### src/rtl/unidade_controle_fsm.sv
// -----------------------------------------------------------------------------
// unidade_controle_fsm
//   Clocked load/store control unit. It accepts one decoded instruction at a
//   time through a valid/ready handshake, then sequences the data-RAM access:
//   it drives rd/we/address/data, captures loaded data into register A and
//   pulses flagUC (plus flagErro for an illegal opcode) when the instruction
//   completes. All outputs are registered.
//
//   Optional build macro: UC_MEM_ACK_EN
//     undefined : fixed RAM read latency of MEM_LAT cycles, no memAck port.
//     defined   : rd/we are held until memAck is sampled high; the CAP state
//                 is skipped and MEM_LAT is unused.
//
// Ports
//   clock, reset      system clock, asynchronous active-high reset
//   instrValid/Ready  instruction handshake (ready only in IDLE)
//   opcode, operando  instruction opcode and RAM address operand
//   regSaidaULA       ULA output register (store data)
//   dataOutMem        RAM read data
//   memAck            RAM access complete (UC_MEM_ACK_EN only)
//   rd, we            RAM read / write strobes
//   endMem, dataInMem RAM address and write data
//   regA              register A (load destination)
//   flagUC, flagErro  completion / illegal-opcode pulses
//
// state | meaning
// IDLE  | waiting for an instruction, instrReady = 1
// RD    | rd = 1, waiting for read latency (or memAck)
// CAP   | read data valid, regA captured at the closing edge
// WR    | we = 1 (one cycle, or until memAck)
// DONE  | flagUC (and flagErro) pulse
// -----------------------------------------------------------------------------
module unidade_controle_fsm #(
  parameter int DATA_W  = 8,
  parameter int ADDR_W  = 4,
  parameter int MEM_LAT = 1
) (
  input  logic              clock,
  input  logic              reset,
  input  logic              instrValid,
  output logic              instrReady,
  input  logic [3:0]        opcode,
  input  logic [ADDR_W-1:0] operando,
  input  logic [DATA_W-1:0] regSaidaULA,
  input  logic [DATA_W-1:0] dataOutMem,
`ifdef UC_MEM_ACK_EN
  input  logic              memAck,
`endif
  output logic              rd,
  output logic              we,
  output logic [ADDR_W-1:0] endMem,
  output logic [DATA_W-1:0] dataInMem,
  output logic [DATA_W-1:0] regA,
  output logic              flagUC,
  output logic              flagErro
);

  localparam logic [3:0] OP_LOAD  = 4'b1101;
  localparam logic [3:0] OP_STORE = 4'b1100;
  localparam logic [3:0] OP_NOP   = 4'b0000;

  typedef enum logic [2:0] {
    ST_IDLE,
    ST_RD,
    ST_CAP,
    ST_WR,
    ST_DONE
  } state_t;

  state_t state_q, state_d;

  logic [ADDR_W-1:0] end_mem_q, end_mem_d;
  logic [DATA_W-1:0] data_in_q, data_in_d;
  logic [DATA_W-1:0] reg_a_q, reg_a_d;
  logic rd_q, rd_d;
  logic we_q, we_d;
  logic flag_uc_q, flag_uc_d;
  logic flag_erro_q, flag_erro_d;
  logic instr_ready_q, instr_ready_d;

`ifndef UC_MEM_ACK_EN
  // Down-counter loaded at accept; RD ends at terminal count zero, so RD
  // lasts exactly MEM_LAT cycles.
  localparam int CNT_W = (MEM_LAT > 1) ? $clog2(MEM_LAT) : 1;
  localparam logic [CNT_W-1:0] CNT_LOAD = CNT_W'(MEM_LAT - 1);
  logic [CNT_W-1:0] cnt_q, cnt_d;
`endif

  always_comb begin
    state_d     = state_q;
    end_mem_d   = end_mem_q;
    data_in_d   = data_in_q;
    reg_a_d     = reg_a_q;
    flag_erro_d = 1'b0;
`ifndef UC_MEM_ACK_EN
    cnt_d       = cnt_q;
`endif
    case (state_q)
      ST_IDLE: begin
        if (instrValid) begin
          end_mem_d = operando;
          data_in_d = regSaidaULA;
`ifndef UC_MEM_ACK_EN
          cnt_d     = CNT_LOAD;
`endif
          case (opcode)
            OP_LOAD:  state_d = ST_RD;
            OP_STORE: state_d = ST_WR;
            OP_NOP:   state_d = ST_DONE;
            default: begin
              state_d     = ST_DONE;
              flag_erro_d = 1'b1;
            end
          endcase
        end
      end
      ST_RD: begin
`ifdef UC_MEM_ACK_EN
        if (memAck) begin
          reg_a_d = dataOutMem;
          state_d = ST_DONE;
        end
`else
        if (cnt_q == '0) state_d = ST_CAP;
        else             cnt_d   = cnt_q - CNT_W'(1);
`endif
      end
      ST_CAP: begin
        reg_a_d = dataOutMem;
        state_d = ST_DONE;
      end
      ST_WR: begin
`ifdef UC_MEM_ACK_EN
        if (memAck) state_d = ST_DONE;
`else
        state_d = ST_DONE;
`endif
      end
      ST_DONE: state_d = ST_IDLE;
      default: state_d = ST_IDLE;
    endcase

    // Outputs are registered from the next state so they line up with it.
    rd_d          = (state_d == ST_RD);
    we_d          = (state_d == ST_WR);
    flag_uc_d     = (state_d == ST_DONE);
    instr_ready_d = (state_d == ST_IDLE);
  end

  always_ff @(posedge clock or posedge reset) begin
    if (reset) begin
      state_q       <= ST_IDLE;
      end_mem_q     <= '0;
      data_in_q     <= '0;
      reg_a_q       <= '0;
      rd_q          <= 1'b0;
      we_q          <= 1'b0;
      flag_uc_q     <= 1'b0;
      flag_erro_q   <= 1'b0;
      instr_ready_q <= 1'b1;
`ifndef UC_MEM_ACK_EN
      cnt_q         <= '0;
`endif
    end else begin
      state_q       <= state_d;
      end_mem_q     <= end_mem_d;
      data_in_q     <= data_in_d;
      reg_a_q       <= reg_a_d;
      rd_q          <= rd_d;
      we_q          <= we_d;
      flag_uc_q     <= flag_uc_d;
      flag_erro_q   <= flag_erro_d;
      instr_ready_q <= instr_ready_d;
`ifndef UC_MEM_ACK_EN
      cnt_q         <= cnt_d;
`endif
    end
  end

  assign instrReady = instr_ready_q;
  assign rd         = rd_q;
  assign we         = we_q;
  assign endMem     = end_mem_q;
  assign dataInMem  = data_in_q;
  assign regA       = reg_a_q;
  assign flagUC     = flag_uc_q;
  assign flagErro   = flag_erro_q;

endmodule

### config.mk
export PLATFORM = sky130hd
export DESIGN_NAME = unidade_controle_fsm
export DESIGN_NICKNAME = d
export VERILOG_FILES = /design/src/rtl/unidade_controle_fsm.sv
export SDC_FILE = /design/constraint.sdc
export NUM_CORES = 1
export LEC_CHECK = 0
export CAP_MARGIN = 20
export CELL_PAD_IN_SITES_DETAIL_PLACEMENT = 0
export CELL_PAD_IN_SITES_GLOBAL_PLACEMENT = 2
export CORE_ASPECT_RATIO = 1.4
export CORE_UTILIZATION = 25
export DETAILED_ROUTE_END_ITERATION = 7
export HOLD_SLACK_MARGIN = 0.06
export PLACE_DENSITY = 0.82
export SETUP_SLACK_MARGIN = 0.5
export SLEW_MARGIN = 20
export SYNTH_ARGS = -nofsm -noshare
export SYNTH_HDL_FRONTEND = slang
export SYNTH_SLANG_ARGS = --single-unit
### constraint.sdc
create_clock -name clock -period 1.9 [get_ports clock]
set_clock_uncertainty 0.1 [all_clocks]
set_input_delay 0.285 -clock clock [delete_from_list [all_inputs] [get_ports clock]]
set_output_delay 0.285 -clock clock [all_outputs]
set_load 0.01 [all_outputs]
==> flow_metrics.env, run 1 <==
export IMPL_clock_fmax_ghz=0.6595
export IMPL_synth_area_per_cell_um2=15.87
export IMPL_syn_cell_area_um2=1095
export IMPL_wl_per_cell_um=14.73
export IMPL_num_vias=807
export IMPL_yosys_warnings=0
export IMPL_n_antenna_cell=0
export IMPL_pre_cts_ws_ns=0.08168
export IMPL_register_area_um2=705.7
export IMPL_dieArea_um2=4652
export IMPL_status="finished with violations"
export IMPL_syn_nets=96
export IMPL_port_buffers=51
export IMPL_tns_ns=0
export IMPL_grt_max_degree=29
export IMPL_vias_per_cell=4.559
export IMPL_layout_cells_non_filler=177
export IMPL_ir_drop_uv=431.0
export IMPL_tightest_slew_ns=0.3661
export IMPL_totalWireLength_mm=2.607
export IMPL_p_leak_uw=0.0008379
export IMPL_crit_type="flip-flop to flip-flop"
export IMPL_drv_slew=0
export IMPL_rows=28
export IMPL_ys_types=19
export IMPL_gp_congestion=0.7149
export IMPL_antenna_found_initial=0
export IMPL_n_fill_cell=395
export IMPL_cts_hold_buffers=0
export IMPL_hold_path_class="primary input to asynchronous set/reset pin"
export IMPL_crit_start="state_q[2]"
export IMPL_core_um2=4204
export IMPL_cts_tree="yes"
export IMPL_holdWs_ns=0.2691
export IMPL_pwr_density_cell_nw_per_um2=958.7
export IMPL_clk_latency_ns=0.27
export IMPL_r2r_start="state_q[2]"
export IMPL_ant_nets=0
export IMPL_dr_pass1_iters=6
export IMPL_multi_input_area_um2=429.2
export IMPL_finalPower_uw=1761
export IMPL_worst_ep_required_time_ns=1.96
export IMPL_cts_buffers=3
export IMPL_min_period_ns=1.516
export IMPL_crit_path_start_kind="flip-flop"
export IMPL_cts_max_path_buffers=2
export IMPL_grt_pass1_vias=851
export IMPL_hold_viol=0
export IMPL_syn_inst=69
export IMPL_ioPinCount=52
export IMPL_grt_util_all_layers_pct=11.74
export IMPL_ys_seq_area_share_pct=64.11
export IMPL_nNetsFinal=160
export IMPL_setup_violations=0
export IMPL_drv_cap=0
export IMPL_drt_iter0_drc=22
export IMPL_slew_headroom_pct=75.60
export IMPL_ys_seq_elements=28
export IMPL_die_h_um=80.30
export IMPL_cp_end_kind="flip-flop"
export IMPL_rrSetupSlack_ns=0.38
export IMPL_r2r_cells=3
export IMPL_rsz0062_at_grt="true"
export IMPL_fin_ws_ns=0.3836
export IMPL_path_max_fanout=13
export IMPL_violations="design-rule violations"
export IMPL_hpwl_mm=1.923
export IMPL_placedCellCount=166
export IMPL_drive_gt1_share_pct=36.36
export IMPL_r2r_end="dataInMem[5]"
export IMPL_cts_sinks=28
export IMPL_syn_to_final_growth_pct=67.77
export IMPL_die_w_um=57.93
export IMPL_cts_clk_slew_worst_paths_ns=0.09
export IMPL_min_period_over_period_pct=79.81
export IMPL_start_util_pct=26.04
export IMPL_drc_errors=4
export IMPL_root_buffer="clkbuf_8"
export IMPL_grt_overflow=0
export IMPL_crit_arrival_ns=1.58
export IMPL_htree_levels=1
export IMPL_grt_pass1_wl_mm=4.105
==> registers in the layout (all words and copies together), names as in the netlist <==
register    count
state_q         3
flagErro        1
rd              1
endMem          4
we              1
instrReady      1
flagUC          1
dataInMem       8
regA            8
==> worst max-delay path, cell delays in order (launching register included) <==
cell,delay (ns)
dfrtp_2,0.46
nor4b_4,0.33
buf_12,0.18
mux2_2,0.33
==> timing repair <==
| action | in CTS | in global routing |
|---|---|---|
| gates resized for setup | 31 | 6 |
| setup endpoints to repair | 49 | 27 |
| cloned | 0 | 0 |
| setup buffers | 4 | 3 |
| endpoints found under the hold margin | 0 | 0 |
| pin swaps | 5 | 4 |
==> metal layers <==
layer  wire length [µm]  global-route usage [%]
met1                992                   12.59
met2               1458                   22.07
met3                111                   1.932
met4                 44                   5.000
met5                  0                       0
==> placed cells by master (no fill, tap or decap), types with 2 or more instances in the layout <==
| master | n |
|---|---|
| clkdlybuf4s50_1 | 26 |
| dfrtp_1 | 24 |
| dlygate4sd2_1 | 24 |
| mux2_2 | 12 |
| mux2_4 | 8 |
| buf_4 | 6 |
| clkbuf_8 | 4 |
| dfrtp_2 | 3 |
| inv_1 | 2 |
| o22ai_2 | 2 |
| nor3_2 | 2 |
| buf_6 | 2 |
| buf_12 | 2 |
==> cell usage after synthesis (all sizes together) <==
master,count,area share (%)
dfrtp,27,62
mux2,20,21
nor3,3,1.4
buf,2,1.5
inv,2,0.69
nor2,2,0.69
nor4b,2,3.0
o22ai,2,1.1
a22o,1,0.80
and3,1,0.57
and3b,1,0.80
dfstp,1,2.4
nand3b,1,0.69
nor3b,1,1.7
nor4,1,0.57
or2,1,0.57
or4b,1,1.3
==> per-stage QoR <==
stage               util, %  cell area, µm²
global route          43.69            1837
finish                43.69            1837
CTS                   42.95            1805
global placement      40.71            1712
detailed placement    40.71            1712
floorplan                 -            1132
==> worst max-delay path by stage <==
stage                         to  slack, ns  cells past startpoint
floorplan           dataInMem[0]       0.37                      3
global route        dataInMem[2]       0.31                      3
CTS                 dataInMem[5]       0.35                      3
detailed placement  dataInMem[5]       0.08                      4
finish              dataInMem[5]       0.38                      3
global placement    dataInMem[7]       0.12                      4
==> report_power, final <==
group / leakage [µW] / internal (µW) / switching (µW)
Combinational: 0.000472 / 364 / 226
Clock: 0.0000288 / 185 / 179
Sequential: 0.000338 / 738 / 68.3
Total: 0.000838 / 1290 / 473
==> final cells by class <==
class,count,area share [%]
tap,45,3.065
clock buffer,4,2.997
timing repair buffer,61,31.74
inverter,2,0.4087
sequential,28,38.42
multi-input combinational,37,23.37
==> logic make-up (layout without fill, tap and decap cells) <==
family	Yosys count	after routing	synth area share [%]
muxes	20	20	20.57
DFF	28	28	64.11
buffers and inverters	4	67	2.171
and+or+nand+nor	14	14	11.20
AOI/OAI and AO/OA	3	3	1.943
Note: power is estimated with default switching activity, not from simulation.
==> inputs of run 2 (changes only) <==
clock period = 1.55 ns   (was 1.9 ns; I/O delays follow)
==> flow_metrics.env, run 2 (synthesized netlist as in run 1, its figures left out) <==
export IMPL_start_util_pct=26.04
export IMPL_hpwl_mm=1.750
export IMPL_antenna_found_initial=0
export IMPL_final_area_um2=1827
export IMPL_cts_clk_slew_worst_paths_ns=0.09
export IMPL_layout_commonest_cell="clkdlybuf4s50_1"
export IMPL_status="finished with violations"
export IMPL_crit_type="flip-flop to flip-flop"
export IMPL_worst_ep_required_time_ns=1.62
export IMPL_drt_iter0_drc=12
export IMPL_root_buffer="clkbuf_8"
export IMPL_num_vias=806
export IMPL_drc_errors=4
export IMPL_min_period_ns=1.491
export IMPL_rrSetupSlack_ns=0.06
export IMPL_n_fill_cell=420
export IMPL_pre_cts_ws_ns=-0.2162
export IMPL_setup_violations=0
export IMPL_crit_slowest_cell="dfrtp_2"
export IMPL_clk_latency_ns=0.27
export IMPL_final_cell_mix="clkdlybuf4s50_1 (26), dfrtp_1 (24), buf_2 (19), mux2_2 (12), buf_4 (11)"
export IMPL_die_h_um=80.30
export IMPL_dieArea_um2=4652
export IMPL_clock_fmax_ghz=0.6707
export IMPL_crit_arrival_ns=1.56
export IMPL_rsz0062_at_grt="true"
export IMPL_crit_family="flip-flops"
export IMPL_p_leak_uw=0.0008344
export IMPL_r2r_end="dataInMem[1]"
export IMPL_gp_congestion=0.6469
export IMPL_n_antenna_cell=0
export IMPL_ir_drop_uv=415.6
export IMPL_port_buffers=51
export IMPL_rows=28
export IMPL_min_period_over_period_pct=96.19
export IMPL_die_w_um=57.93
export IMPL_dr_pass1_iters=5
export IMPL_cts_max_path_buffers=2
export IMPL_grt_max_degree=29
export IMPL_cts_buffers=3
export IMPL_cts_tree="yes"
export IMPL_violations="design-rule violations"
export IMPL_drive_gt1_share_pct=56.20
export IMPL_layout_cells_non_filler=182
export IMPL_ant_nets=0
export IMPL_pwr_density_cell_nw_per_um2=1202
export IMPL_crit_path_start_kind="flip-flop"
export IMPL_slowest_delay_ns=0.44
export IMPL_cts_sinks=28
export IMPL_placedCellCount=168
export IMPL_grt_overflow=0
export IMPL_htree_levels=1
export IMPL_syn_to_final_growth_pct=66.86
export IMPL_wl_per_cell_um=13.97
export IMPL_path_max_fanout=13
export IMPL_drv_slew=0
export IMPL_r2r_cells=3
export IMPL_placed_cell_area_um2=1750
export IMPL_fin_ws_ns=0.05902
export IMPL_ioPinCount=52
export IMPL_grt_pass1_vias=843
export IMPL_nNetsFinal=165
export IMPL_grt_pass1_wl_mm=4.126
export IMPL_slew_headroom_pct=76.16
export IMPL_grt_util_all_layers_pct=12.14
export IMPL_vias_per_cell=4.429
export IMPL_final_util_pct=43.45
export IMPL_hold_path_class="primary input to asynchronous set/reset pin"
export IMPL_cp_end_kind="flip-flop"
export IMPL_totalWireLength_mm=2.542
export IMPL_core_um2=4204
export IMPL_r2r_start="state_q[0]"
export IMPL_crit_path_cell_trace="nor4b_4, buf_12, mux2_2"
export IMPL_tightest_slew_ns=0.3576
export IMPL_drv_cap=0
export IMPL_hold_viol=0
export IMPL_path_buf_inv=1
[run 2: cell count changes in the layout (fill, tap and decap cells not counted), moves of 5 or more]
| cell | previous run | this run |
|---|---|---|
| buf_2 | 0 | 19 |
| dlygate4sd2_1 | 24 | 0 |
| buf_4 | 6 | 11 |
| buf_6 | 2 | 8 |
[run 2: layout make-up]
| type | instances | area [µm²] | area share [%] |
|---|---|---|---|
| Clock buffer | 4 | 45.04 | 2.466 |
| Inverter | 2 | 7.507 | 0.4110 |
| Multi-Input combinational cell | 37 | 444.2 | 24.32 |
| Sequential cell | 28 | 705.7 | 38.63 |
| Tap cell | 45 | 56.30 | 3.082 |
| Timing Repair Buffer | 66 | 568.0 | 31.10 |
[run 2: worst max path at each step]
stage / from / end / depth (start not counted)
CTS: state_q[0] / dataInMem[4] / 3
detailed placement: instrValid / dataInMem[4] / 4
floorplan: state_q[0] / dataInMem[0] / 3
finish: state_q[0] / dataInMem[1] / 3
global route: state_q[0] / dataInMem[1] / 3
global placement: instrValid / dataInMem[3] / 4
[run 2: stage by stage]
step / total power, µW / setup TNS, ns / hold slack (ns)
final: 2195 / 0 / 0.2097
after detailed placement: 1828 / -2.858 / 0.3927
after global placement: 1809 / -2.427 / 0.3927
after CTS: 2140 / 0 / 0.2220
after global routing: 2321 / 0 / 0.2405
after floorplan: 1360 / 0 / 0.1957
[run 2: power breakdown]
part / internal (µW) / leakage (µW) / switching, µW
sequential: 905 / 0.000338 / 90.4
combinational: 505 / 0.000474 / 288
clock: 185 / 0.0000228 / 221
total: 1590 / 0.000834 / 600
[run 2: per-layer routing]
metal	track usage, %	vias up	wire length, µm	part of all wire, %
met5	0	-	0	0
met1	12.07	385	933	37
met3	2.415	5	184	7.2
met4	7.857	0	70	2.8
li1	-	382	-	-
met2	22.30	34	1353	53
[run 2: timing repair]
item                       4_1_cts  5_1_grt
pin swaps                        2        2
buffers inserted                 3        7
hold buffers                     0        0
setup endpoints to repair       52       53
hold endpoints to repair         0        0
resized for setup              106       10
[run 2: worst register-to-register path: stages (launching register included)]
cell,delay [ns]
dfrtp_2,0.44
nor4b_4,0.33
buf_12,0.18
mux2_2,0.34
==> inputs of run 3 (changes only) <==
CORE_MARGIN = 2   (was default)
SLEW_MARGIN = 0   (was 20)
==> flow_metrics.env, run 3 (synthesized netlist as in run 1, its figures left out) <==
export IMPL_nNetsFinal=175
export IMPL_status="finished clean"
export IMPL_grt_util_all_layers_pct=11.57
export IMPL_clock_fmax_ghz=0.6457
export IMPL_cp_end_kind="flip-flop"
export IMPL_htree_levels=1
export IMPL_antenna_found_initial=0
export IMPL_rows=28
export IMPL_slew_headroom_pct=78.40
export IMPL_tightest_slew_ns=0.3210
export IMPL_multi_input_area_um2=491.7
export IMPL_placedCellCount=170
export IMPL_ir_drop_uv=589.2
export IMPL_final_area_um2=1961
export IMPL_gp_congestion=0.6951
export IMPL_path_max_fanout=6
export IMPL_cts_sinks=28
export IMPL_final_util_pct=46.64
export IMPL_die_h_um=82.30
export IMPL_ioPinCount=52
export IMPL_root_buffer="clkbuf_8"
export IMPL_hold_path_class="primary input to asynchronous set/reset pin"
export IMPL_min_period_ns=1.549
export IMPL_cts_clk_slew_worst_paths_ns=0.09
export IMPL_syn_to_final_growth_pct=79.09
export IMPL_dieArea_um2=4932
export IMPL_crit_path_start_kind="flip-flop"
export IMPL_final_cell_mix="dfrtp_1 (25), clkdlybuf4s50_1 (25), buf_2 (21), mux2_4 (20), buf_4 (20)"
export IMPL_port_buffers=51
export IMPL_dr_pass1_iters=2
export IMPL_drc_errors=0
export IMPL_grt_pass1_vias=853
export IMPL_die_w_um=59.93
export IMPL_grt_max_degree=29
export IMPL_start_util_pct=26.04
export IMPL_vias_per_cell=4.484
export IMPL_layout_cells_non_filler=192
export IMPL_placed_cell_area_um2=1778
export IMPL_n_antenna_cell=0
export IMPL_drive_gt1_share_pct=58.50
export IMPL_cts_buffers=3
export IMPL_finalPower_uw=2327
export IMPL_crit_type="flip-flop to flip-flop"
export IMPL_setup_violations=0
export IMPL_pre_cts_ws_ns=-0.2068
export IMPL_grt_overflow=0
export IMPL_totalWireLength_mm=2.940
export IMPL_min_period_over_period_pct=99.91
export IMPL_drt_iter0_drc=9
export IMPL_drv_cap=0
export IMPL_clk_latency_ns=0.26
export IMPL_wl_per_cell_um=15.31
export IMPL_p_leak_uw=0.0009413
export IMPL_cts_hold_buffers=0
export IMPL_cts_max_path_buffers=2
export IMPL_n_fill_cell=401
export IMPL_hpwl_mm=1.948
export IMPL_worst_ep_required_time_ns=1.61
export IMPL_pwr_density_cell_nw_per_um2=1187
export IMPL_cts_tree="yes"
export IMPL_num_vias=861
export IMPL_rsz0062_at_grt="true"
export IMPL_hold_viol=0
export IMPL_core_um2=4204
export IMPL_fin_ws_ns=0.001402
export IMPL_register_area_um2=704.4
export IMPL_ant_nets=0
export IMPL_drv_slew=0
export IMPL_crit_arrival_ns=1.61
export IMPL_grt_pass1_wl_mm=4.112
## run 3: cell count changes in the layout (fill, tap and decap cells not counted), sizes merged
cell and delta:
clkbuf +1, dlygate4sd2 +1, buf +9, clkdlybuf4s50 -1
## run 3: per-layer routing
metal  wire (µm)  GRT usage [%]
met4          50          6.000
met3         176          2.025
met1        1090          12.40
met2        1622          21.09
met5           0              0
## run 3: area by class of cell
type                    count  share of cell area [%]
flip-flops and latches     28                   35.93
inverters                   2                  0.3829
well taps                  45                   2.872
multi-input cells          37                   25.08
repair buffers             76                   33.44
clock buffers               4                   2.297
## run 3: worst max-delay path, stage by stage (launching register included)
cell and delay [ns]:
dfrtp_2 0.45, nor4b_4 0.27, buf_4 0.18, clkbuf_16 0.15, mux2_4 0.30
## run 3: power by group
| part | total, µW | switching (µW) | internal (µW) | leakage (µW) |
|---|---|---|---|---|
| logic | 927 | 321 | 606 | 0.000579 |
| clock network | 397 | 213 | 184 | 0.0000228 |
| registers | 1000 | 97.1 | 905 | 0.000339 |
| total | 2330 | 631 | 1700 | 0.000941 |
## run 3: repair_timing
item,4_1_cts,5_1_grt
cloned,0,1
endpoints found under the setup margin,53,53
resized for setup,105,20
buffers inserted,8,9
pin swaps,7,3
endpoints found under the hold margin,0,0
## run 3: stage by stage
stage	hold slack [ns]	setup TNS, ns
2_1_floorplan	0.1957	0
3_3_place_gp	0.3898	-2.611
3_5_place_dp	0.3954	-3.056
4_1_cts	0.1863	0
5_1_grt	0.1954	-0.2735
6_report	0.1869	0
## run 3: worst paths after layout
kind | start | endpoint | slack, ns | cells past startpoint
max | state_q[0] | dataInMem[4] | 0.001 | 4
min | reset | dataInMem[2] | 0.19 | 3
max reg2reg | state_q[0] | dataInMem[4] | 0.001 | 4
min reg2reg | regA[4] | regA[4] | 0.41 | 1
max in group asynchronous | reset | instrReady | 0.93 | 3
min in group clock | regA[4] | regA[4] | 0.41 | 1
